**src/rtl/pacman_move_ctrl.sv**
```systemverilog
// Pac-Man movement controller: frame-edge pacing, button request latch, and a
// req/ack wall query to the maze lookup before each grid step.
module pacman_move_ctrl #(
    parameter int unsigned GridW         = 28,
    parameter int unsigned GridH         = 31,
    parameter int unsigned StartX        = 13,
    parameter int unsigned StartY        = 23,
    parameter int unsigned TunnelY       = 14,
    parameter int unsigned FramesPerStep = 8,
    parameter int unsigned AckTimeout    = 15
) (
    input  logic       clk_i,
    input  logic       reset_i,
    input  logic       frame_clk_i,
    input  logic       btn_up_i,
    input  logic       btn_down_i,
    input  logic       btn_left_i,
    input  logic       btn_right_i,
    output logic       wall_req_o,
    output logic [4:0] wall_x_o,
    output logic [4:0] wall_y_o,
    input  logic       wall_ack_i,
    input  logic       wall_hit_i,
    output logic [4:0] pos_x_o,
    output logic [4:0] pos_y_o,
    output logic [1:0] dir_o,
    output logic       moved_o
);

    localparam int unsigned FcntW = (FramesPerStep > 1) ? $clog2(FramesPerStep) : 1;
    localparam int unsigned TmoW  = (AckTimeout > 1) ? $clog2(AckTimeout) : 1;
    localparam logic [4:0] XMax   = 5'(GridW - 1);
    localparam logic [4:0] YMax   = 5'(GridH - 1);
    localparam logic [4:0] TunY   = 5'(TunnelY);
    localparam logic [1:0] DirUp = 2'b00, DirDown = 2'b01, DirLeft = 2'b10, DirRight = 2'b11;

    typedef enum logic [1:0] {StIdle, StChkReq, StChkCur, StMove} state_e;

    state_e           state_q, state_d;
    logic             s1_q, s2_q, s3_q;
    logic [1:0]       warm_q;
    logic [FcntW-1:0] fcnt_q, fcnt_d;
    logic             req_valid_q, req_valid_d;
    logic [1:0]       req_dir_q, req_dir_d;
    logic             wall_req_q, wall_req_d;
    logic [4:0]       wall_x_q, wall_x_d, wall_y_q, wall_y_d;
    logic [1:0]       qdir_q, qdir_d;
    logic [TmoW-1:0]  tmo_q, tmo_d;
    logic [4:0]       pos_x_q, pos_x_d, pos_y_q, pos_y_d;
    logic [1:0]       dir_q, dir_d;
    logic             moved_q;
    logic             tick, step, take;
    logic [1:0]       qsel_dir;
    logic             tgt_off;
    logic [4:0]       tgt_x, tgt_y;

    // Returns {off_grid, x, y} of the neighbour cell; only the tunnel row wraps.
    function automatic logic [10:0] next_cell(input logic [4:0] x, input logic [4:0] y,
                                              input logic [1:0] d);
        logic       off;
        logic [4:0] nx, ny;
        off = 1'b0;
        nx  = x;
        ny  = y;
        case (d)
            DirUp:    if (y == 5'd0) off = 1'b1; else ny = y - 5'd1;
            DirDown:  if (y == YMax) off = 1'b1; else ny = y + 5'd1;
            DirLeft:  if (x != 5'd0) nx = x - 5'd1; else if (y == TunY) nx = XMax; else off = 1'b1;
            default:  if (x != XMax) nx = x + 5'd1; else if (y == TunY) nx = 5'd0; else off = 1'b1;
        endcase
        return {off, nx, ny};
    endfunction

    // warm_q holds off ticks until s3_q carries a genuine sample of frame_clk_i.
    assign tick = s2_q & ~s3_q & (warm_q == 2'd3);

    always_comb begin
        fcnt_d = fcnt_q;
        step   = 1'b0;
        if (tick) begin
            if (fcnt_q == FcntW'(FramesPerStep - 1)) begin
                fcnt_d = '0;
                step   = 1'b1;
            end else begin
                fcnt_d = fcnt_q + 1'b1;
            end
        end
    end

    assign qsel_dir = (state_q == StChkReq) ? req_dir_q : dir_q;
    assign {tgt_off, tgt_x, tgt_y} = next_cell(pos_x_q, pos_y_q, qsel_dir);

    always_comb begin
        state_d    = state_q;
        wall_req_d = wall_req_q;
        wall_x_d   = wall_x_q;
        wall_y_d   = wall_y_q;
        qdir_d     = qdir_q;
        tmo_d      = tmo_q;
        pos_x_d    = pos_x_q;
        pos_y_d    = pos_y_q;
        dir_d      = dir_q;
        take       = 1'b0;
        unique case (state_q)
            StIdle: begin
                if (step) begin
                    state_d = (req_valid_q && req_dir_q != dir_q) ? StChkReq : StChkCur;
                end
            end
            StChkReq, StChkCur: begin
                if (!wall_req_q) begin
                    if (tgt_off) begin
                        state_d = (state_q == StChkReq) ? StChkCur : StIdle;
                    end else begin
                        wall_req_d = 1'b1;
                        wall_x_d   = tgt_x;
                        wall_y_d   = tgt_y;
                        qdir_d     = qsel_dir;
                        tmo_d      = '0;
                    end
                end else if (wall_ack_i) begin
                    wall_req_d = 1'b0;
                    if (!wall_hit_i) begin
                        state_d = StMove;
                        if (state_q == StChkReq) begin
                            dir_d = qdir_q;
                            take  = 1'b1;
                        end
                    end else begin
                        state_d = (state_q == StChkReq) ? StChkCur : StIdle;
                    end
                end else if (tmo_q == TmoW'(AckTimeout - 1)) begin
                    wall_req_d = 1'b0;
                    state_d    = (state_q == StChkReq) ? StChkCur : StIdle;
                end else begin
                    tmo_d = tmo_q + 1'b1;
                end
            end
            StMove: begin
                pos_x_d = wall_x_q;
                pos_y_d = wall_y_q;
                state_d = StIdle;
            end
            default: state_d = StIdle;
        endcase
    end

    always_comb begin
        req_valid_d = req_valid_q;
        req_dir_d   = req_dir_q;
        if (btn_up_i || btn_down_i || btn_left_i || btn_right_i) begin
            req_valid_d = 1'b1;
            if (btn_up_i)        req_dir_d = DirUp;
            else if (btn_down_i) req_dir_d = DirDown;
            else if (btn_left_i) req_dir_d = DirLeft;
            else                 req_dir_d = DirRight;
        end else if (take) begin
            req_valid_d = 1'b0;
        end
    end

    always_ff @(posedge clk_i) begin
        if (reset_i) begin
            state_q     <= StIdle;
            s1_q        <= 1'b0;
            s2_q        <= 1'b0;
            s3_q        <= 1'b0;
            warm_q      <= 2'd0;
            fcnt_q      <= '0;
            req_valid_q <= 1'b0;
            req_dir_q   <= DirUp;
            wall_req_q  <= 1'b0;
            wall_x_q    <= 5'd0;
            wall_y_q    <= 5'd0;
            qdir_q      <= DirUp;
            tmo_q       <= '0;
            pos_x_q     <= 5'(StartX);
            pos_y_q     <= 5'(StartY);
            dir_q       <= DirLeft;
            moved_q     <= 1'b0;
        end else begin
            state_q     <= state_d;
            s1_q        <= frame_clk_i;
            s2_q        <= s1_q;
            s3_q        <= s2_q;
            warm_q      <= (warm_q == 2'd3) ? warm_q : warm_q + 2'd1;
            fcnt_q      <= fcnt_d;
            req_valid_q <= req_valid_d;
            req_dir_q   <= req_dir_d;
            wall_req_q  <= wall_req_d;
            wall_x_q    <= wall_x_d;
            wall_y_q    <= wall_y_d;
            qdir_q      <= qdir_d;
            tmo_q       <= tmo_d;
            pos_x_q     <= pos_x_d;
            pos_y_q     <= pos_y_d;
            dir_q       <= dir_d;
            moved_q     <= (state_q == StMove);
        end
    end

    assign wall_req_o = wall_req_q;
    assign wall_x_o   = wall_x_q;
    assign wall_y_o   = wall_y_q;
    assign pos_x_o    = pos_x_q;
    assign pos_y_o    = pos_y_q;
    assign dir_o      = dir_q;
    assign moved_o    = moved_q;

endmodule
```
**config.mk**
```make
export PLATFORM = sky130hd
export DESIGN_NAME = pacman_move_ctrl
export DESIGN_NICKNAME = d
export VERILOG_FILES = /design/src/rtl/pacman_move_ctrl.sv
export SDC_FILE = /design/constraint.sdc
export NUM_CORES = 1
export LEC_CHECK = 0
export ABC_AREA = 1
export ABC_CLOCK_PERIOD_IN_PS = 3300
export CAP_MARGIN = 30
export CORE_MARGIN = 5
export CORE_UTILIZATION = 60
export DETAILED_ROUTE_END_ITERATION = 12
export DONT_BUFFER_PORTS = 1
export PLACE_DENSITY = 0.76
export SETUP_SLACK_MARGIN = 0.15
export SLEW_MARGIN = 5
export SYNTH_ARGS = -nofsm -noshare
export SYNTH_HDL_FRONTEND = slang
export SYNTH_SLANG_ARGS = --single-unit
```
**constraint.sdc**
```tcl
create_clock -name clk_i -period 3.3 [get_ports clk_i]
set_clock_uncertainty 0.05 [all_clocks]
set_input_delay 0.495 -clock clk_i [delete_from_list [all_inputs] [get_ports clk_i]]
set_output_delay 0.495 -clock clk_i [all_outputs]
set_load 0.01 [all_outputs]
```
==> results.md <==
- Area of the multi-input gates: 1410 um2
- Net Count, Synth: 393
- IO Port Bufs: 0
- Root buffer cell: clkbuf_8
- Length of the first detailed-routing pass in iterations: 5
- Switch Pwr: 0.199 mW
- Slew headroom: 0.482
- Largest net degree at the start of global routing: 27
- Worst skew pair latency: 0.29 ns
- Post-Syn Area: 2500 um2
- Most frequent cells in the layout: nand2_1 (66), nor2_1 (55), inv_1 (45)
- Ys Warns: 0
- WHS: 0.213 ns
- Max-cap violations: 0
- Post-synth EDFFs: 0
- Starting Density: 0.622
- Die area: 5570 um2
- Register share of total power: 0.573
- Cell Area, Placed: 2520 um2
- Routability Congestion: 0.964
- Clk pwr share: 0.394
- Setup TNS: 0 ns
- Global route total overflow: 0
- Status: finished, final reports clean
- Total power: 0.929 mW
- Fin crit share: 0.688
- CTS tree: built
- Critical Path Start Type: register
- CP Max Fanout: 23
- Prevailing post-synth register cell: dfxtp_1
- Most common cell after layout, fill and taps aside: nand2_1
- Total number of vias: 2261
- Sw Share: 0.214
- Cell count after synthesis: 370
- Layout cell share with drive strength beyond 1: 0.0650
- Fmax achieved: 0.441 GHz
- Vias in the first global route: 2142
- Slew Limit Fails: 0
- Core area: 4030 um2
- Internal power: 0.730 mW
- H-tree depth: 2
- Ant diodes: 0
- Ports: 33
- RSZ-0062 raised after global routing: false
- Antenna Violating Nets Remaining: 0
- Initial DRC Count: 153
- Netlist cell types: 32
- Final setup fails: 0
- Global-route usage over all layers: 0.219
- Vias/cell: 5.40
- # Post-CTS Setup Buffers: 0
- Number of nets in the layout: 391
- Routed len/inst: 13.2 um
- Worst Setup End Kind: register
- Row count: 23
- FILL cells: 379
- Worst setup path category: register to register
- Seq cells post-synth: 43
- Overall die height: 74.6 um
- Async S/R FF share, synth: 0
- CTS resizes: 0
- Final Hold Fails: 0
- Initial antenna violation count: 0
- Total CTS buffers: 5
- Worst min path class: primary input to register
- Pwr dens: 355 nW/um2
- Placed instance count: 411
- Peak supply drop: 0.000220 V
- Detailed placer's ending HPWL: 4.07 mm
- Clock-pin slew on the worst setup and hold paths: 0.08 ns
- WL final: 5.55 mm
- Area grow syn2layout: 4.60%
- Critical Path AT: 2.45 ns
- Sequential cell area: 861 um2
- Fin crit period: 2.27 ns
- Leakage: 1.20 nW
- Post-route cell area: 2620 um2
- Remaining DRCs: 0
- Die span in x: 74.6 um
- Finished Layout Cells: 419
- Syn Area/Cell: 6.77 um2
- First-pass GRT wire length: 9.63 mm
- CTS max path bufs: 2
- CTS Hold Bufs: 0
- Combinational Power Share: 0.033
- Worst Path Required: 3.48 ns
- Worst-margin pin slew: 0.776 ns
- # clock sinks: 43
- Sequential area share after synthesis: 0.344
## registers in the layout (all words and copies together), names as in the netlist
register	count
dir_o	2
s3_q	1
wall_req_o	1
wall_y_o	5
req_dir_q	2
state_q	2
pos_y_o	5
s2_q	1
fcnt_q	3
warm_q	2
s1_q	1
req_valid_q	1
tmo_q	4
pos_x_o	5
wall_x_o	5
qdir_q	2
moved_o	1
## path summary, 6_finish.rpt
kind | end | startpoint | depth (start not counted) | slack, ns
max reg2reg | state_q[1]$_SDFFE_PP0P_ | state_q[1]$_SDFFE_PP0P_ | 11 | 1.03
min reg2reg | s2_q$_SDFF_PP0_ | s1_q$_SDFF_PP0_ | 2 | 0.37
max | state_q[1]$_SDFFE_PP0P_ | state_q[1]$_SDFFE_PP0P_ | 11 | 1.03
min | qdir_q[1]$_SDFFE_PP0P_ | reset_i | 1 | 0.21
## Yosys cell counts, drive strengths merged, types with 2 or more instances
master | n | area, um2
nand2 | 72 | 305
nor2 | 60 | 257
inv | 49 | 184
dfxtp | 43 | 861
nand3 | 36 | 180
a21oi | 32 | 160
o21ai | 30 | 150
ha | 14 | 175
buf | 6 | 40.0
nor3 | 5 | 30.0
clkbuf | 4 | 15.0
xnor2 | 4 | 35.0
nand4 | 3 | 18.8
xor2 | 3 | 26.3
o211ai | 2 | 15.0
o22ai | 2 | 12.5
## power by group through the flow
stage / Clock (mW) / Sequential, mW / Combinational, mW
4_1_cts: 0.375 / 0.532 / 0.0312
3_3_place_gp: 0 / 0.544 / 0.0296
6_report: 0.366 / 0.532 / 0.0309
2_1_floorplan: 0 / 0.543 / 0.0280
5_1_grt: 0.401 / 0.533 / 0.0363
3_5_place_dp: 0 / 0.545 / 0.0308
## layout make-up
cell class,count,area share
tap,50,0.0239
clock buffer,8,0.0382
multi-input combinational,268,0.536
timing repair buffer,1,0.00287
sequential,43,0.329
inverter,49,0.0702
## per-layer routing
layer / share of wire / vias to the layer above / routed length, um / track usage
met5: 0 / - / 0 / 0
met4: 0.022 / 0 / 123 / 0.0929
met3: 0.047 / 13 / 261 / 0.0387
met2: 0.48 / 63 / 2660 / 0.370
met1: 0.45 / 997 / 2500 / 0.276
li1: - / 1188 / - / -
## stage by stage
stage,util,setup WS [ns]
CTS,0.650,1.02
global placement,0.625,1.11
global route,0.650,0.810
detailed placement,0.625,1.03
finish,0.650,1.03
floorplan,-,1.37
## logic make-up (layout without fill, tap and decap cells)
logic type,count (synthesis),in the layout,synth area share
AOI/OAI and AO/OA,71,71,0.151
xor gates and xnor gates,7,7,0.0245
adders and majority gates,14,14,0.0699
buffers and inverters,59,58,0.0954
DFF,43,43,0.344
and+or+nand+nor,176,176,0.316
## critical path: stages, from the launching register on
cell	delay [ns]
dfxtp_1	0.37
inv_1	0.09
ha_1	0.25
o21ai_0	0.50
nor2_2	0.10
nand2_1	0.09
nand3_1	0.11
nand2_4	0.17
nand2_4	0.18
nand3_1	0.12
nand2_1	0.05
nor2_1	0.11
Note: power is estimated with default switching activity, not from simulation.
